**src/rtl/regfile_dump.sv**
```systemverilog
// Register-file dump engine: walks [first_addr, last_addr] through one combinational
// read port and streams (address, data) pairs on a valid/ready interface.
// Optional: define REGDUMP_CHECKSUM_EN to add an XOR checksum output over consumed words.
module regfile_dump #(
    parameter int XLEN     = 32,
    parameter int ADDR_W   = 5,
    parameter int NUM_REGS = 32
) (
    input  logic              clk,
    input  logic              rst_n,
    input  logic              start,
    input  logic              abort,
    input  logic [ADDR_W-1:0] first_addr,
    input  logic [ADDR_W-1:0] last_addr,
    output logic [ADDR_W-1:0] rf_ra,
    input  logic [XLEN-1:0]   rf_rd,
    output logic              out_valid,
    input  logic              out_ready,
    output logic [ADDR_W-1:0] out_addr,
    output logic [XLEN-1:0]   out_data,
    output logic              busy,
    output logic              done
`ifdef REGDUMP_CHECKSUM_EN
    ,
    output logic [XLEN-1:0]   checksum
`endif
);

    typedef enum logic [1:0] {
        IDLE,
        READ,
        HOLD,
        DONE
    } state_t;

    // One extra bit so NUM_REGS itself is representable in the range check.
    localparam logic [ADDR_W:0] NUM_REGS_W = (ADDR_W + 1)'(NUM_REGS);

    state_t            state_reg, state_next;
    logic [ADDR_W-1:0] idx_reg, idx_next;
    logic [ADDR_W-1:0] end_reg, end_next;
    logic              out_valid_reg, out_valid_next;
    logic [ADDR_W-1:0] out_addr_reg, out_addr_next;
    logic [XLEN-1:0]   out_data_reg, out_data_next;
    logic              range_ok;
    logic              handshake;

    assign range_ok  = (first_addr <= last_addr) && ({1'b0, last_addr} < NUM_REGS_W);
    assign handshake = (state_reg == HOLD) && out_ready;

`ifdef REGDUMP_CHECKSUM_EN
    logic [XLEN-1:0] checksum_reg, checksum_next;

    always_comb begin
        checksum_next = checksum_reg;
        if (state_reg == IDLE && start) begin
            checksum_next = '0;
        end else if (handshake) begin
            // A word consumed in the same cycle as abort still folds in.
            checksum_next = checksum_reg ^ out_data_reg
                          ^ {{(XLEN - ADDR_W){1'b0}}, out_addr_reg};
        end
    end

    always_ff @(posedge clk or negedge rst_n) begin
        if (!rst_n) begin
            checksum_reg <= '0;
        end else begin
            checksum_reg <= checksum_next;
        end
    end

    assign checksum = checksum_reg;
`endif

    always_comb begin
        state_next     = state_reg;
        idx_next       = idx_reg;
        end_next       = end_reg;
        out_valid_next = out_valid_reg;
        out_addr_next  = out_addr_reg;
        out_data_next  = out_data_reg;
        case (state_reg)
            IDLE: begin
                if (start) begin
                    idx_next   = first_addr;
                    end_next   = last_addr;
                    state_next = range_ok ? READ : DONE;
                end
            end
            READ: begin
                if (abort) begin
                    state_next = IDLE;
                end else begin
                    out_data_next  = rf_rd;
                    out_addr_next  = idx_reg;
                    out_valid_next = 1'b1;
                    state_next     = HOLD;
                end
            end
            HOLD: begin
                if (abort) begin
                    out_valid_next = 1'b0;
                    state_next     = IDLE;
                end else if (out_ready) begin
                    out_valid_next = 1'b0;
                    if (idx_reg == end_reg) begin
                        state_next = DONE;
                    end else begin
                        idx_next   = idx_reg + ADDR_W'(1);
                        state_next = READ;
                    end
                end
            end
            DONE: begin
                state_next = IDLE;
            end
            default: begin
                state_next = IDLE;
            end
        endcase
    end

    always_ff @(posedge clk or negedge rst_n) begin
        if (!rst_n) begin
            state_reg     <= IDLE;
            idx_reg       <= '0;
            end_reg       <= '0;
            out_valid_reg <= 1'b0;
            out_addr_reg  <= '0;
            out_data_reg  <= '0;
        end else begin
            state_reg     <= state_next;
            idx_reg       <= idx_next;
            end_reg       <= end_next;
            out_valid_reg <= out_valid_next;
            out_addr_reg  <= out_addr_next;
            out_data_reg  <= out_data_next;
        end
    end

    assign rf_ra     = (state_reg == IDLE) ? '0 : idx_reg;
    assign out_valid = out_valid_reg;
    assign out_addr  = out_addr_reg;
    assign out_data  = out_data_reg;
    assign busy      = (state_reg != IDLE);
    assign done      = (state_reg == DONE);

endmodule

```
**config.mk**
```make
export PLATFORM = sky130hd
export DESIGN_NAME = regfile_dump
export DESIGN_NICKNAME = d
export VERILOG_FILES = /design/src/rtl/regfile_dump.sv
export SDC_FILE = /design/constraint.sdc
export NUM_CORES = 1
export LEC_CHECK = 0
export BUFFER_PORTS_ARGS = -buffer_cell sky130_fd_sc_hd__buf_2
export CORE_MARGIN = 10
export CORE_UTILIZATION = 43
export CTS_CLUSTER_SIZE = 40
export DETAILED_ROUTE_END_ITERATION = 8
export PLACE_DENSITY = 0.71
export REMOVE_ABC_BUFFERS = 1
export SLEW_MARGIN = 20
export SYNTH_ARGS = -nofsm -noshare
export SYNTH_HDL_FRONTEND = slang
export SYNTH_SLANG_ARGS = --single-unit
```
**constraint.sdc**
```tcl
create_clock -name clk -period 1.71 [get_ports clk]
set_input_delay 0.171 -clock clk [delete_from_list [all_inputs] [get_ports clk]]
set_output_delay 0.171 -clock clk [all_outputs]
set_load 0.02 [all_outputs]
```
==> PnR_summary.wiki <==
{| class="wikitable"
! Metric !! Value
|-
| Result of the run || complete, but fails checks
|-
| Failing checks || negative setup slack
|-
| Number of primary I/O pins || 92
|-
| Final count of negative-setup-slack endpoints || 1
|-
| IO buf count || 91
|-
| Via-per-instance ratio || 4.94
|-
| Initial antenna violation count || 0
|-
| CP startpoint kind || flip-flop
|-
| Synth Flop Type || sky130_fd_sc_hd__dfrtp_1
|-
| Initial drt markers || 67
|-
| Setup crit end kind || flip-flop
|-
| Largest incremental delay on the critical path || 0.47 ns
|-
| Number of enable-type register cells in the synthesized netlist || 0
|-
| Root buffer cell || sky130_fd_sc_hd__clkbuf_8
|-
| FF+latch area || about 1300 µm²
|-
| PnR worst setup slack || -0.0192 ns
|-
| Wire length reported by the detailed router || 5600 µm
|-
| Ant. Diodes || 0
|-
| Post-layout instance area || just over 3000 µm²
|-
| Reported leakage power || 0.00150 µW
|-
| Mean instance size in the synthesized netlist || 12.7 µm²
|-
| Starting density of the core || 0.448
|-
| Cell with the biggest individual delay on the critical path || sky130_fd_sc_hd__dfrtp_1
|-
| Tmin final || 1.73 ns
|-
| Synthesis-to-finish area growth || 32.2%
|-
| Clock network latency to the later pin of the worst-skew pair || about 0.29 ns
|-
| Number of synthesized register bits || 50
|-
| Maxcap violations || 0
|-
| Wire length of the first global-routing pass || 8630 µm
|-
| Unrepaired setup endpoints after global routing || true
|-
| Post CTS Setup Buffer Count || 0
|-
| Number of search-and-repair iterations in the first detailed-routing pass || 4
|-
| Tot GR Track Use || 0.121
|-
| Height of the chip || a little over 90 µm
|-
| Critical Path, Cell by Cell || nor3b_1 -> nor3_2 -> a221oi_1 -> o221ai_1
|-
| Worst max-slew margin expressed relative to the limit || 0.661
|-
| Share of layout cells above drive strength 1 || 0.544
|-
| Clock edge transition at the registers on the reported setup and hold paths || 0.09 ns
|-
| Post-synth ARST share || 1.00
|-
| Net count of the finished layout || 337
|-
| Number of global-route vias before repair || 1781
|-
| Die area || 8730 µm²
|-
| Max-slew violations || 0
|-
| Count of unresolved DRC violations after routing || 0
|-
| Aggregate global routing overflow || 0
|-
| Hold Violations, Final || 0
|-
| Area of the core || 5170 µm²
|-
| Hold path start || rf_rd[3]
|-
| HPWL after detailed placement || 4430 µm
|-
| Power per Cell Area || 2000 nW/µm²
|-
| Arrival time at the worst endpoint || between 1.5 and 2 ns
|-
| Total via count in the routed design || 1753
|-
| IR drop worst, VDD || 0.903 mV
|-
| Count of unique library cells instantiated by Yosys || 39
|-
| Sequential-to-total area share from yosys stat || 0.540
|-
| Data required time of the worst path || 1.85 ns
|-
| Yosys synthesis warning count || 0
|-
| Startpoint of the worst-slack reg-to-reg timing path || state_reg[0]
|-
| Pin count of the biggest net entering global routing || 51
|-
| Met3 layer usage reported by global route || 0.0408
|-
| H-tree levels || 2
|-
| Rows || 26
|-
| Maximum clock insertion buffer count || 2
|-
| Path category of the worst min-delay check || primary input to flip-flop
|-
| Busiest layer in global routing || met2
|-
| Antenna violation net count after detailed routing || 0
|-
| Average wire per cell in the routed design || between 15 and 20 µm
|-
| Die extent in x || 93.4 µm
|-
| Mapped cell area || around 2300 µm²
|-
| Clock buffers created by TritonCTS || 5
|-
| Critical path start-end classification || flip-flop to flip-flop
|-
| Share of the cycle needed by the critical path after routing || 1.01
|-
| Sinks on Clock Net || 50
|-
| Largest fanout of any net on the critical path || 10
|-
| Post-route clock skew || 0.00719 ns
|-
| Multi-input logic area || about 1000 µm²
|-
| Post-DP Area || between 2000 and 3000 µm²
|-
| Max reg flops || 32
|-
| Fillcell total || between 400 and 500
|-
| Number of cells produced by synthesis || 183
|-
| Clock tree from TritonCTS || built
|-
| Worst slew pin tran || a little over 0.5 ns
|-
| Aggregate negative setup slack || -0.0192 ns
|-
| Fmax achieved || 578 MHz
|-
| Worst setup path start || state_reg[0]
|-
| Routing usage on met1 || 0.144
|-
| Weighted congestion reported at the end of routability-driven placement || 0.846
|-
| Met2 usage in global routing || 0.202
|}
==> power breakdown <==
group          switching (µW)  internal (µW)  total (µW)
logic                    1740           1300        3030
clock network             381            624        1000
registers                 325           1780        2100
==> cell families (layout without fill, tap and decap cells) <==
kind of cell / count (synthesis) / after routing / synth area share
AOI/OAI and AO/OA: 24 / 24 / 0.0734
xor gates and xnor gates: 5 / 5 / 0.0189
adders and majority gates: 6 / 6 / 0.0324
buffers and inverters: 17 / 119 / 0.0389
DFF: 50 / 50 / 0.540
muxes: 39 / 39 / 0.190
and+or+nand+nor: 42 / 42 / 0.107
==> layer usage <==
layer / up-vias / share of wire
met2: 61 / 0.50
li1: 846 / -
met5: - / 0
met4: 0 / 0.0089
met3: 4 / 0.083
met1: 842 / 0.41
==> final timing paths <==
path	end	slack [ns]	cells past startpoint
max in group asynchronous	out_addr[3]	1.08	3
hold / removal	out_data[3]	0.1	2
min in group asynchronous	out_data[21]	0.40	3
hold reg to reg	out_data[18]	0.51	1
setup / recovery	idx_reg[0]	-0.02	4
setup reg to reg	idx_reg[0]	-0.02	4
==> worst max-delay path: cells and delay by family, from the launching register on <==
kind               cells  cell delay [ns]
DFF                    1             0.47
and+or+nand+nor        2             0.51
AOI/OAI and AO/OA      2             0.59
==> timing repair <==
item,CTS,global route
resized for setup,0,0
endpoints found under the hold margin,50,0
setup endpoints to repair,0,6
hold buffers,1,0
==> synthesized netlist by cell type, types with 2 or more instances <==
master                     count  area (µm²)
sky130_fd_sc_hd__nor2_1        5        18.8
sky130_fd_sc_hd__nand3_1       5        25.0
sky130_fd_sc_hd__a21oi_1       2        10.0
sky130_fd_sc_hd__inv_1         9        33.8
sky130_fd_sc_hd__xor2_1        5        43.8
sky130_fd_sc_hd__dfrtp_1      50        1250
sky130_fd_sc_hd__nor3_2        2        20.0
sky130_fd_sc_hd__nor2b_1       5        31.3
sky130_fd_sc_hd__o21ai_0       8        40.0
sky130_fd_sc_hd__mux2_2       38         428
sky130_fd_sc_hd__o2bb2a_1      2        20.0
sky130_fd_sc_hd__buf_6         3        33.8
sky130_fd_sc_hd__a211oi_1      3        22.5
sky130_fd_sc_hd__and2_1        2        12.5
sky130_fd_sc_hd__buf_2         3        15.0
sky130_fd_sc_hd__nand2_1      12        45.0
sky130_fd_sc_hd__o22ai_1       2        12.5
sky130_fd_sc_hd__ha_1          6        75.1
==> through the flow <==
step                      setup WS (ns)  hold slack, ns  total power [µW]  instances  utilization
after floorplan                  -0.809          -0.125              4040        175            -
after global placement            0.114           0.180              5120        346        0.563
after detailed placement         0.0893           0.186              5200        346        0.563
after CTS                        0.0431          0.0921              6220        355        0.592
after global routing            -0.0431          0.0866              6540        355        0.592
final                           -0.0192          0.0990              6140        355        0.592
==> cells in the final DEF, fill, tap and decap left out, types with 2 or more instances in the layout <==
master	count
sky130_fd_sc_hd__buf_2	91
sky130_fd_sc_hd__o22ai_1	2
sky130_fd_sc_hd__nor2_1	5
sky130_fd_sc_hd__a21oi_1	2
sky130_fd_sc_hd__nand2_1	12
sky130_fd_sc_hd__buf_4	8
sky130_fd_sc_hd__and2_1	2
sky130_fd_sc_hd__buf_12	2
sky130_fd_sc_hd__xor2_1	5
sky130_fd_sc_hd__nor3_2	2
sky130_fd_sc_hd__o21ai_0	8
sky130_fd_sc_hd__a211oi_1	3
sky130_fd_sc_hd__bufinv_16	2
sky130_fd_sc_hd__clkbuf_8	6
sky130_fd_sc_hd__dfrtp_1	50
sky130_fd_sc_hd__ha_1	6
sky130_fd_sc_hd__mux2_2	38
sky130_fd_sc_hd__nand3_1	5
sky130_fd_sc_hd__inv_1	9
sky130_fd_sc_hd__o2bb2a_1	2
sky130_fd_sc_hd__nor2b_1	5
==> area by class of cell <==
cell class,instances,area share
tap,70,0.0286
clock inverter,2,0.0196
timing repair buffer,102,0.185
inverter,9,0.0110
multi-input combinational,116,0.321
clock buffer,6,0.0270
sequential,50,0.408
Power figures use the tool's default switching activity.
